`config.mk`:
```
export PLATFORM = sky130hd
export DESIGN_NAME = cs_quantization_flat
export DESIGN_NICKNAME = d
export VERILOG_FILES = /design/src/rtl/cs_quantization_if.sv /design/src/rtl/cs_quantization.sv /design/src/flat_wrapper.sv
export SDC_FILE = /design/constraint.sdc
export NUM_CORES = 1
export LEC_CHECK = 0
export ABC_AREA = 0
export ABC_CLOCK_PERIOD_IN_PS = 16200
export CAP_MARGIN = 20
export CORE_ASPECT_RATIO = 0.5
export CORE_MARGIN = 8
export CORE_UTILIZATION = 40
export DETAILED_ROUTE_END_ITERATION = 10
export SYNTH_ARGS = -nofsm -noshare
export SYNTH_HDL_FRONTEND = slang
export SYNTH_SLANG_ARGS = --single-unit
```
`constraint.sdc`:
```
create_clock -name clk -period 16.2 [get_ports clk]
set_input_delay 4.05 -clock clk [delete_from_list [all_inputs] [get_ports clk]]
set_output_delay 4.05 -clock clk [all_outputs]
set_load 0.01 [all_outputs]
```
`src/rtl/cs_quantization_if.sv`:
```
// Handshake bundle for cs_quantization: a sample stream in, one quantized packet out.
// The slave modport is the quantizer; the master modport is the producer/consumer side.
interface cs_quantization_if #(
    parameter int unsigned DATA_WIDTH      = 16,
    parameter int unsigned PACKET_LEN      = 128,
    parameter int unsigned BIT_SHIFT_WIDTH = 4
);
    logic                       in_valid;
    logic                       in_ready;
    logic [DATA_WIDTH-1:0]      in_data;
    logic                       out_valid;
    logic                       out_ready;
    logic [PACKET_LEN-1:0]      y_p;
    logic [BIT_SHIFT_WIDTH-1:0] bit_shift;

    modport master (
        output in_valid, in_data, out_ready,
        input  in_ready, out_valid, y_p, bit_shift
    );

    modport slave (
        input  in_valid, in_data, out_ready,
        output in_ready, out_valid, y_p, bit_shift
    );
endinterface

```
`src/rtl/cs_quantization.sv`:
```
// Collects REG_BANK_DEPTH unsigned samples, picks one right-shift that fits the largest
// sample into Q_WIDTH bits, and emits every lane shifted (optionally rounded) and saturated.
module cs_quantization #(
    parameter int unsigned DATA_WIDTH      = 16,
    parameter int unsigned REG_BANK_DEPTH  = 8,
    parameter int unsigned PACKET_LEN      = DATA_WIDTH * REG_BANK_DEPTH,
    parameter int unsigned BIT_SHIFT_WIDTH = 4,
    parameter int unsigned Q_WIDTH         = 8,
    parameter int unsigned ROUND           = 1
) (
    input logic               clk,
    input logic               rst,
    cs_quantization_if.slave  bus
);
    localparam int unsigned CntW     = (REG_BANK_DEPTH > 1) ? $clog2(REG_BANK_DEPTH) : 1;
    localparam int unsigned ExtW     = DATA_WIDTH + 1;
    localparam int unsigned ShiftMax = (1 << BIT_SHIFT_WIDTH) - 1;
    localparam logic [CntW-1:0] CntLast = CntW'(REG_BANK_DEPTH - 1);
    localparam logic [ExtW-1:0] QMax    = ExtW'((64'd1 << Q_WIDTH) - 64'd1);

    typedef enum logic [1:0] {StCollect, StCalc, StOut} state_e;

    state_e                     state_q, state_d;
    logic [CntW-1:0]            cnt_q, cnt_d;
    logic [DATA_WIDTH-1:0]      acc_or_q, acc_or_d;
    logic [DATA_WIDTH-1:0]      lane_q [REG_BANK_DEPTH];
    logic [DATA_WIDTH-1:0]      lane_d [REG_BANK_DEPTH];
    logic                       out_valid_q, out_valid_d;
    logic [PACKET_LEN-1:0]      y_p_q, y_p_d;
    logic [BIT_SHIFT_WIDTH-1:0] bit_shift_q, bit_shift_d;

    logic [BIT_SHIFT_WIDTH-1:0] shift;
    logic [PACKET_LEN-1:0]      packed_y;

    // Shift so that the widest sample (msb+1 bits) just fits into Q_WIDTH bits.
    always_comb begin
        int unsigned nbits;
        int unsigned shift_full;
        nbits = 0;
        for (int unsigned i = 0; i < DATA_WIDTH; i++) begin
            if (acc_or_q[i]) nbits = i + 1;
        end
        shift_full = (nbits > Q_WIDTH) ? nbits - Q_WIDTH : 0;
        if (shift_full > ShiftMax) shift_full = ShiftMax;
        shift = BIT_SHIFT_WIDTH'(shift_full);
    end

    // One extra bit of headroom keeps the rounding add from wrapping.
    always_comb begin
        logic [ExtW-1:0] ext;
        packed_y = '0;
        ext      = '0;
        for (int unsigned i = 0; i < REG_BANK_DEPTH; i++) begin
            ext = {1'b0, lane_q[i]};
            if (ROUND != 0 && shift != '0) ext = ext + (ExtW'(1) << (shift - 1'b1));
            ext = ext >> shift;
            if (ext > QMax) ext = QMax;
            packed_y[DATA_WIDTH*i +: DATA_WIDTH] = ext[DATA_WIDTH-1:0];
        end
    end

    always_comb begin
        state_d     = state_q;
        cnt_d       = cnt_q;
        acc_or_d    = acc_or_q;
        lane_d      = lane_q;
        out_valid_d = out_valid_q;
        y_p_d       = y_p_q;
        bit_shift_d = bit_shift_q;
        unique case (state_q)
            StCollect: begin
                if (bus.in_valid) begin
                    lane_d[cnt_q] = bus.in_data;
                    acc_or_d      = acc_or_q | bus.in_data;
                    if (cnt_q == CntLast) begin
                        cnt_d   = '0;
                        state_d = StCalc;
                    end else begin
                        cnt_d = cnt_q + 1'b1;
                    end
                end
            end
            StCalc: begin
                y_p_d       = packed_y;
                bit_shift_d = shift;
                out_valid_d = 1'b1;
                state_d     = StOut;
            end
            StOut: begin
                if (bus.out_ready) begin
                    out_valid_d = 1'b0;
                    acc_or_d    = '0;
                    state_d     = StCollect;
                end
            end
            default: state_d = StCollect;
        endcase
    end

    always_ff @(posedge clk) begin
        if (rst) begin
            state_q     <= StCollect;
            cnt_q       <= '0;
            acc_or_q    <= '0;
            out_valid_q <= 1'b0;
            y_p_q       <= '0;
            bit_shift_q <= '0;
            for (int unsigned i = 0; i < REG_BANK_DEPTH; i++) lane_q[i] <= '0;
        end else begin
            state_q     <= state_d;
            cnt_q       <= cnt_d;
            acc_or_q    <= acc_or_d;
            out_valid_q <= out_valid_d;
            y_p_q       <= y_p_d;
            bit_shift_q <= bit_shift_d;
            lane_q      <= lane_d;
        end
    end

    assign bus.in_ready  = (state_q == StCollect) && !rst;
    assign bus.out_valid = out_valid_q;
    assign bus.y_p       = y_p_q;
    assign bus.bit_shift = bit_shift_q;
endmodule

```
`src/flat_wrapper.sv`:
```
// flat-port wrapper written by rule: the top's interface ports become plain ports
module cs_quantization_flat 
#(
    parameter int unsigned DATA_WIDTH      = 16,
    parameter int unsigned REG_BANK_DEPTH  = 8,
    parameter int unsigned PACKET_LEN      = DATA_WIDTH * REG_BANK_DEPTH,
    parameter int unsigned BIT_SHIFT_WIDTH = 4,
    parameter int unsigned Q_WIDTH         = 8,
    parameter int unsigned ROUND           = 1
)
  (clk, rst, bus_in_valid, bus_in_data, bus_out_ready, bus_in_ready, bus_out_valid, bus_y_p, bus_bit_shift);
  cs_quantization_if #(.DATA_WIDTH(DATA_WIDTH), .PACKET_LEN(PACKET_LEN), .BIT_SHIFT_WIDTH(BIT_SHIFT_WIDTH)) bus_i ();
  input logic clk;
  input logic rst;
  input wire logic [$bits(bus_i.in_valid)-1:0] bus_in_valid;
  input wire logic [$bits(bus_i.in_data)-1:0] bus_in_data;
  input wire logic [$bits(bus_i.out_ready)-1:0] bus_out_ready;
  output wire logic [$bits(bus_i.in_ready)-1:0] bus_in_ready;
  output wire logic [$bits(bus_i.out_valid)-1:0] bus_out_valid;
  output wire logic [$bits(bus_i.y_p)-1:0] bus_y_p;
  output wire logic [$bits(bus_i.bit_shift)-1:0] bus_bit_shift;
  assign bus_i.in_valid = bus_in_valid;
  assign bus_i.in_data = bus_in_data;
  assign bus_i.out_ready = bus_out_ready;
  assign bus_in_ready = bus_i.in_ready;
  assign bus_out_valid = bus_i.out_valid;
  assign bus_y_p = bus_i.y_p;
  assign bus_bit_shift = bus_i.bit_shift;
  cs_quantization #(.DATA_WIDTH(DATA_WIDTH), .REG_BANK_DEPTH(REG_BANK_DEPTH), .PACKET_LEN(PACKET_LEN), .BIT_SHIFT_WIDTH(BIT_SHIFT_WIDTH), .Q_WIDTH(Q_WIDTH), .ROUND(ROUND)) u_core (.clk(clk), .rst(rst), .bus(bus_i));
endmodule
```
# Word level (Yosys, flattened, before mapping)
# Index checks and enable logic that the tools add are counted.
# Widths: inputs -> output; s select.
dict set report word_totals {
  regBits 282
  output_inout_bits 134
  wordCells 112
  inputBits 20
}
dict set report classes {
  reduce_logical 11
  bitwise 2
  addsub 11
  n_mux 47
  eq_ne 6
  n_lt_le_gt_ge 12
  shift 9
}
# cell n
set op_table {}
lappend op_table {{$mux 32} 16}
lappend op_table {{$mux 16} 11}
lappend op_table {{$add 16x17->17} 8}
lappend op_table {{$gt 17x8->1 const B} 8}
lappend op_table {{$mux 17} 8}
lappend op_table {{$shr 17x4->17} 8}
lappend op_table {{$bwmux 128} 1}
lappend op_table {{$gt 32x4->1 const B} 2}
lappend op_table {{$demux 16 s3} 1}
lappend op_table {{$pmux 16 s2} 1}
lappend op_table {{$sub 32x4->32 const B} 1}
lappend op_table {{$shl 1x4->17 const A} 1}
lappend op_table {{$or 16x16->16} 1}
lappend op_table {{$mux 2} 3}
lappend op_table {{$pmux 2 s3} 1}
lappend op_table {{$reduce_and 3->1} 2}
lappend op_table {{$ge 4x4->1 const B} 1}
lappend op_table {{$lt 4x1->1 const B} 1}
lappend op_table {{$mux 4} 1}
lappend op_table {{$ne 2x2->1 const B} 2}
lappend op_table {{$not 3->4} 1}
lappend op_table {{$reduce_and 2->1} 2}
lappend op_table {{$reduce_bool 2->1} 2}
lappend op_table {{$reduce_bool 4->1} 1}
lappend op_table {{12 further kinds} 14}

# Logic depth before layout (Yosys ltp)
# Gate-level depths: netlist (run 1).
dict set report logic_depth {
  ltp_word 27
  ltp_mapped 26
  depth_no_buf 20
}

# Least setup slack after synthesis (run 1)
# OpenSTA, ideal clock, no wires.
dict set report synth_timing {
  kind {input-to-output}
  from {input port rst}
  to {output port bus_in_ready}
  setup_slack_ps 7448
  cell_stages 3
  required_time_ps 12150
  path_buffers 2
  t_arrival_ps 4702
  path_cell_list {clkbuf_1 > clkbuf_1 > nor3_1}
}
dict set report synth_via {
  elab_chain_cells 2
}
# item line_no
set synth_lines {}
lappend synth_lines {{start, declared} flat_wrapper.sv:14} ;# input logic rst;
lappend synth_lines {{$logic_not 1->1} cs_quantization.sv:120} ;# assign bus.in_ready = (state_q == StCollect) && !rst;
lappend synth_lines {{$logic_and 1x1->1} cs_quantization.sv:120}
lappend synth_lines {{end, declared} flat_wrapper.sv:18} ;# output wire logic [$bits(bus_i.in_ready)-1:0] bus_in_ready;
# Every way passes these cells.

# Worst setup path after layout (run 1)
# Ends and elaborated chain as after synthesis.

==> insert_results.sql, run 1 <==
INSERT INTO impl_metrics (metric_group, metric, value, unit) VALUES
('critical_path', 'cp.buffers_inverters', '2', ''),
('logic_synthesis', 'netlist_instances', '3626', ''),
('sta', 'report.final.slew_viol_count', '0', ''),
('clocking', 'numClockSinks', '282', ''),
('critical_path', 'crit_slowest_cell', 'sky130_fd_sc_hd__clkdlybuf4s50_1', ''),
('finish', 'non_filler_instance_count_after_layout', '4499', ''),
('critical_path', 'slowest_delay', '570', 'ps'),
('clocking', 'maximum_clock_insertion_buffer_count', '3', ''),
('sta', 'slew_hr', '0.205', ''),
('drt', 'final_wirelength', '112000', 'um'),
('sta', 'clock-skew-final', '21.1', 'ps'),
('critical_path', 'timing.critical_path.fanout_max', '41', ''),
('drt', 'dr.pass1.iters', '6', ''),
('critical_path', 'path_delay_family', 'buffers and inverters', ''),
('global_routing', 'global_route.overflow_total', '0', ''),
('logic_synthesis', 'synth_top_flop_cell', 'sky130_fd_sc_hd__dfxtp_1', ''),
('logic_synthesis', 'synth_simple_gate_area_share', '0.245', ''),
('critical_path', 'cp-end-kind', 'primary output', ''),
('die', 'effective_utilization_at_floorplan', '0.405', ''),
('global_routing', 'gr-usage-all-layers', '0.291', ''),
('drt', 'drt-vias-per-instance', '6.46', ''),
('logic_synthesis', 'synth_seq_cells', '282', ''),
('clocking', 'cts-resized-gates', '0', ''),
('logic_synthesis', 'synth_area_in_xor_xnor', '0.0374', ''),
('sta', 'setup_violations', '0', ''),
('power', 'total_power', '0.00267', 'W'),
('finish', 'finalNetCount', '3762', ''),
('clocking', 'hold_buffers', '0', ''),
('clocking', 'clk_pin_slew', '70', 'ps'),
('logic_synthesis', 'synth-seq-area-share', '0.221', ''),
('worst_hold_path', 'min_path_cells', '2', ''),
('finish', 'utilization', '0.457', ''),
('logic_synthesis', 'synth_top_area_cell', 'sky130_fd_sc_hd__dfxtp_1', ''),
('sta', 'post_route_fraction_of_the_period_consumed_by_the_critical_path', '0.563', ''),
('drt', 'first_iter_violations', '3493', ''),
('sta', 'setup_total_negative_slack', '0', 'ps'),
('sta', 'tightestPinTransition', '1190', 'ps'),
('placed_design', 'dpl.hpwl', '77700', 'um'),
('die', 'std_cell_rows', '65', ''),
('global_routing', 'grt_pass1_vias', '26500', ''),
('logic_synthesis', 'synth_enable_flop_cells', '0', ''),
('logic_synthesis', 'yosysWarnings', '0', ''),
('global_routing', 'grt_start_max_net_pins', '120', ''),
('clocking', 'cts-htree-levels', '1', ''),
('finish', 'final.fill_count', '6515', ''),
('logic_synthesis', 'synth_fa_ha_area_frac', '0.0598', ''),
('logic_synthesis', 'synth-compound-area-share', '0.346', ''),
('die', 'die_w', '373', 'um'),
('critical_path', 'path_depth', '3', ''),
('logic_synthesis', 'syn-cell-area', '25500', 'um2'),
('drt', 'detail_route.wl_per_cell', '25.0', 'um'),
('status', 'run_status', 'completed', ''),
('clocking', 'cts_root_buf', 'sky130_fd_sc_hd__clkbuf_16', ''),
('global_routing', 'first_pass_grt_wire_length', '169000', 'um'),
('sta', 'hold_ws', '460', 'ps'),
('power', 'power_leakage', '11.2', 'nW'),
('run', 'drv.max_cap_violation_count', '0', ''),
('clocking', 'clk_latency', '630', 'ps'),
('finish', 'areaGrowthSynthToFinish', '13.0', '%'),
('power', 'power_per_cell_area', '92.5', 'nW/um2'),
('die', 'ios', '154', ''),
('logic_synthesis', 'post_synthesis_async_set_or_reset_flop_share', '0', ''),
('drt', 'via_count', '29100', ''),
('logic_synthesis', 'ys_types', '108', ''),
('logic_synthesis', 'main_combinational_cell_family_by_area_after_synthesis', 'compound AO/OA/AOI/OAI gates', ''),
('sta', 'unrepaired_setup_endpoints_after_global_routing', 'no', ''),
('critical_path', 'worst-endpoint-arrival', '5060', 'ps'),
('die', 'die_area', '72700', 'um2'),
('logic_synthesis', 'synth.mux.area_fraction', '0.0366', ''),
('global_routing', 'number_of_antenna_violations_at_the_first_check_in_global_routing', '3', ''),
('drt', 'drt.antenna.violating_nets', '0', '');
[area by class of cell]
cell class	instances	area, um2	area share
clock buffers	34	807	0.0280
repair buffers	225	2090	0.0725
well taps	837	1050	0.0363
clock inverters	24	293	0.0101
inverters	43	165	0.00572
flip-flops and latches	282	5650	0.196
multi-input cells	3053	18800	0.652
diodes	1	2.50	0.0000867
[cell families after synthesis]
group | Yosys count
AOI/OAI and AO/OA | 1317
xor gates and xnor gates | 109
adders and majority gates | 126
buffers and inverters | 346
DFF | 282
muxes | 91
other | 1
and+or+nand+nor | 1354
[through the flow]
stage          worst slack [ps]  area, um2
2_1_floorplan              7450      25700
3_3_place_gp               7050      27700
3_5_place_dp               7070      27800
4_1_cts                    7060      28900
5_1_grt                    7020      28900
6_report                   7090      28900
[final timing paths]
path	start	endpoint	slack, ps
hold reg to reg	u_core.bus.bit_shift[3]	u_core.bus.bit_shift[3]	460
setup reg to reg	u_core.acc_or_q[15]	u_core.bus.y_p[64]	8460
setup / recovery	rst	bus_in_ready	7090
hold / removal	u_core.bus.bit_shift[3]	u_core.bus.bit_shift[3]	460
[where the power goes]
part           leakage, nW  switching [W]  internal, W
sequential            2.28      0.0000167     0.000704
clock                0.511       0.000356     0.000433
combinational         8.39       0.000813     0.000346
[cell usage after synthesis (all sizes together) (25+ instances only)]
| cell type | count |
|---|---|
| nand2 | 567 |
| a211oi | 77 |
| nor4 | 29 |
| dfxtp | 282 |
| ha | 106 |
| buf | 81 |
| xor2 | 25 |
| a21oi | 403 |
| a31oi | 57 |
| inv | 41 |
| nor2 | 303 |
| a311oi | 26 |
| o221ai | 28 |
| o21ai | 218 |
| and3 | 105 |
| nand3 | 94 |
| mux2i | 74 |
| clkbuf | 222 |
| a21o | 78 |
| a221oi | 38 |
| xnor2 | 84 |
| and2 | 35 |
| o211ai | 56 |
| nor3 | 85 |
| o31ai | 25 |
[sequential cells by signal, summed over array words and instances, names as in the netlist]
| signal | flops |
|---|---|
| u_core.cnt_q | 3 |
| u_core.lane_q | 128 |
| u_core.acc_or_q | 16 |
| u_core.bus.y_p | 128 |
| u_core.state_q | 2 |
| u_core.bus.out_valid | 1 |
| u_core.bus.bit_shift | 4 |
[worst register-to-register path: cells and delay by family (launching register included)]
family | cells | cell delay, ps
adders and majority gates | 2 | 740
AOI/OAI and AO/OA | 9 | 2620
DFF | 1 | 700
buffers and inverters | 4 | 1730
and+or+nand+nor | 5 | 1830
[routing by layer]
layer	global-route usage	vias to the layer above	part of all wire
met5	0	-	0.000071
met4	0.107	2	0.042
met3	0.0751	270	0.12
met2	0.409	1604	0.39
met1	0.420	13800	0.45
li1	-	13400	-
[cell usage in the layout, fill, tap and decap left out, types with 78 or more instances in the layout]
master and instances:
sky130_fd_sc_hd__nand2_1 564, sky130_fd_sc_hd__a21oi_1 400, sky130_fd_sc_hd__nor2_1 297, sky130_fd_sc_hd__dfxtp_1 281, sky130_fd_sc_hd__o21ai_0 205, sky130_fd_sc_hd__clkdlybuf4s50_1 152, sky130_fd_sc_hd__ha_1 106, sky130_fd_sc_hd__and3_1 104
sky130_fd_sc_hd__nand3_1 94, sky130_fd_sc_hd__xnor2_1 84, sky130_fd_sc_hd__nor3_1 83, sky130_fd_sc_hd__a21o_1 78
Power figures use the tool's default switching activity.
==> inputs of run 2 (changes only) <==
--- a/config.mk
+++ b/config.mk
@@ -6,7 +6,7 @@
 export NUM_CORES = 1
 export LEC_CHECK = 0
 export ABC_AREA = 0
-export ABC_CLOCK_PERIOD_IN_PS = 16200
+export ABC_CLOCK_PERIOD_IN_PS = 8950
 export CAP_MARGIN = 20
 export CORE_ASPECT_RATIO = 0.5
 export CORE_MARGIN = 8
==> constraint.sdc (replaced) <==
create_clock -name clk -period 8.95 [get_ports clk]
set_input_delay 2.2375 -clock clk [delete_from_list [all_inputs] [get_ports clk]]
set_output_delay 2.2375 -clock clk [all_outputs]
set_load 0.01 [all_outputs]
==> run 2 against run 1 <==
Effect of this change: first-iteration DRC count increased by 12%; flip-flop and latch count unchanged; cell count about the same; clock-buffer cell count increased by 6; sequential power increased by 82%; core utilization about the same; global-route usage increased by 0.45 points; routed wire length increased by 2.2%; power increased by 80%; hold slack improved by 1.6 ps; via count increased by 1.3%; clock skew decreased by 4.7 ps; largest power group unchanged; highest routed layer unchanged.
==> insert_results.sql, run 2 (synthesis gave the netlist of run 1 again) <==
INSERT INTO impl_metrics (metric_group, metric, value, unit) VALUES
('global_routing', 'gr-usage-all-layers', '0.295', ''),
('clocking', 'cts-resized-gates', '0', ''),
('global_routing', 'first_pass_grt_wire_length', '171000', 'um'),
('placed_design', 'postPlaceCellArea', '27800', 'um2'),
('power', 'ir_worst_vdd', '0.150', 'mV'),
('drt', 'drt.antenna.violating_nets', '0', ''),
('critical_path', 'cp-end-kind', 'flip-flop', ''),
('drt', 'drc', '0', ''),
('power', 'power_leakage', '11.2', 'nW'),
('status', 'run_status', 'completed', ''),
('clocking', 'cts_root_buf', 'sky130_fd_sc_hd__clkbuf_16', ''),
('die', 'chipHeight', '195', 'um'),
('clocking', 'numClockSinks', '282', ''),
('critical_path', 'timing.setup.critical_path_class', 'flip-flop to flip-flop', ''),
('sta', 'unrepaired_setup_endpoints_after_global_routing', 'no', ''),
('critical_path', 'path_cells', 'or4_4 > a21oi_1 > a21boi_2 > nor2_1 > nor2_1 > buf_4 > ha_1 > ha_1 > a41oi_1 > a221oi_1 > o211ai_1 > a21oi_2 > mux2i_1 > o211ai_1 > or4_1 > a2111oi_4 > a221oi_1', ''),
('finish', 'post_route_cells_drive_above_1_share', '0.0648', ''),
('critical_path', 'worst-endpoint-arrival', '7390', 'ps'),
('sta', 'tightestPinTransition', '1200', 'ps'),
('finish', 'areaGrowthSynthToFinish', '13.0', '%'),
('sta', 'final_hold_viol_count', '0', ''),
('die', 'die_area', '72700', 'um2'),
('sta', 'slew_hr', '0.199', ''),
('worst_hold_path', 'timing.hold.worst.class', 'flip-flop to flip-flop', ''),
('drt', 'drt-vias-per-instance', '6.55', ''),
('finish', 'utilization', '0.457', ''),
('drt', 'via_count', '29400', ''),
('clocking', 'hold_buffers', '0', ''),
('sta', 'clock-skew-final', '16.3', 'ps'),
('global_routing', 'number_of_antenna_violations_at_the_first_check_in_global_routing', '4', ''),
('critical_path', 'r2r_slack', '2040', 'ps'),
('die', 'die_w', '373', 'um'),
('global_routing', 'global_route.overflow_total', '0', ''),
('clocking', 'cts_inserted_buffers', '31', ''),
('finish', 'fin_area', '28900', 'um2'),
('clocking', 'clk_pin_slew', '60', 'ps'),
('power', 'power_per_cell_area', '167', 'nW/um2'),
('drt', 'final_wirelength', '115000', 'um'),
('die', 'std_cell_rows', '65', ''),
('finish', 'finalNetCount', '3760', ''),
('critical_path', 'timing.critical_path.fanout_max', '11', ''),
('finish', 'mostFrequentLayoutCell', 'sky130_fd_sc_hd__nand2_1', ''),
('critical_path', 'cp.buffers_inverters', '1', ''),
('critical_path', 'crit_slowest_cell', 'sky130_fd_sc_hd__or4_4', ''),
('drt', 'dr.pass1.iters', '6', ''),
('clocking', 'cts-htree-levels', '1', ''),
('drt', 'detail_route.wl_per_cell', '25.6', 'um'),
('placed_design', 'numPortBuffers', '153', ''),
('sta', 'setup_total_negative_slack', '0', 'ps'),
('finish', 'final.fill_count', '6407', ''),
('sta', 'report.final.slew_viol_count', '0', ''),
('global_routing', 'grt_pass1_vias', '26800', ''),
('sta', 'setup_violations', '0', ''),
('placed_design', 'place.gp.congestion', '0.986', ''),
('placed_design', 'dpl.hpwl', '79600', 'um'),
('drt', 'first_iter_violations', '3911', ''),
('critical_path', 'worstPathRequired', '9430', 'ps'),
('sta', 'hold_ws', '461', 'ps'),
('sta', 'post_route_fraction_of_the_period_consumed_by_the_critical_path', '0.772', ''),
('finish', 'layout.cells.most_common_list', 'sky130_fd_sc_hd__nand2_1, sky130_fd_sc_hd__a21oi_1, sky130_fd_sc_hd__nor2_1', ''),
('clocking', 'tritoncts', 'yes', ''),
('clocking', 'maximum_clock_insertion_buffer_count', '3', ''),
('clocking', 'clk_latency', '630', 'ps'),
('critical_path', 'path_delay_family', 'compound AO/OA/AOI/OAI gates', ''),
('clocking', 'cts_post_setup_buffers_inserted', '0', ''),
('die', 'floorplan.core_area', '63100', 'um2'),
('die', 'effective_utilization_at_floorplan', '0.405', ''),
('run', 'drv.max_cap_violation_count', '0', ''),
('sta', 'fin_crit', '6910', 'ps'),
('critical_path', 'critPathLaunchType', 'flip-flop', ''),
('global_routing', 'grt_start_max_net_pins', '144', ''),
('critical_path', 'slowest_delay', '740', 'ps'),
('sta', 'max_freq', '145', 'MHz'),
('die', 'ios', '154', '');
==> run 2: cell count changes in the layout (fill, tap and decap cells not counted), moves of 2 or more <==
| cell | delta |
|---|---|
| sky130_fd_sc_hd__inv_8 | -2 |
| sky130_fd_sc_hd__clkinv_4 | -2 |
| sky130_fd_sc_hd__clkinvlp_4 | -4 |
| sky130_fd_sc_hd__clkbuf_8 | +3 |
| sky130_fd_sc_hd__clkbuf_1 | +3 |
| sky130_fd_sc_hd__inv_6 | -2 |
| sky130_fd_sc_hd__buf_4 | -4 |
| sky130_fd_sc_hd__clkinv_2 | +3 |
==> run 2: path summary, 6_finish.rpt <==
kind,start,end,cells after the start
setup / recovery,u_core.acc_or_q[11],u_core.bus.y_p[35],17
hold reg to reg,u_core.bus.bit_shift[3],u_core.bus.bit_shift[3],2
hold / removal,u_core.bus.bit_shift[3],u_core.bus.bit_shift[3],2
setup reg to reg,u_core.acc_or_q[11],u_core.bus.y_p[35],17
==> run 2: tightest hold or removal path, stage by stage (launching register included) <==
cell                      delay (ps)
sky130_fd_sc_hd__dfxtp_1         310
sky130_fd_sc_hd__nand2_1          50
sky130_fd_sc_hd__a21oi_1          50
==> run 2: final cells by class <==
cell class	instances	area, um2	share of cell area
Timing Repair Buffer	223	2100	0.0729
Clock inverter	17	220	0.00763
Multi-Input combinational cell	3053	18800	0.652
Antenna cell	1	2.50	0.0000867
Tap cell	837	1050	0.0363
Clock buffer	40	860	0.0298
Sequential cell	282	5650	0.196
Inverter	43	165	0.00572
==> run 2: stage by stage <==
step                std cells  total power, W  setup WS [ps]
floorplan                3681         0.00267           2670
global placement         4435         0.00333           2350
detailed placement       4437         0.00333           2270
CTS                      4494         0.00474           2250
global route             4495         0.00500           1730
finish                   4496         0.00481           2040
==> run 2: layer usage <==
| metal | up-vias | global-route usage | part of all wire |
|---|---|---|---|
| li1 | 13400 | - | - |
| met3 | 286 | 0.0840 | 0.13 |
| met4 | 2 | 0.113 | 0.042 |
| met2 | 1735 | 0.419 | 0.39 |
| met1 | 14000 | 0.418 | 0.44 |
| met5 | - | 0 | 0.00017 |
==> run 2: report_power, final <==
part	switching (W)	total (W)	internal, W	leakage (nW)
registers	0.0000309	0.00131	0.00127	2.28
clock network	0.000612	0.00141	0.000796	0.518
logic	0.00148	0.00210	0.000625	8.39
total	0.00212	0.00481	0.00270	11.2
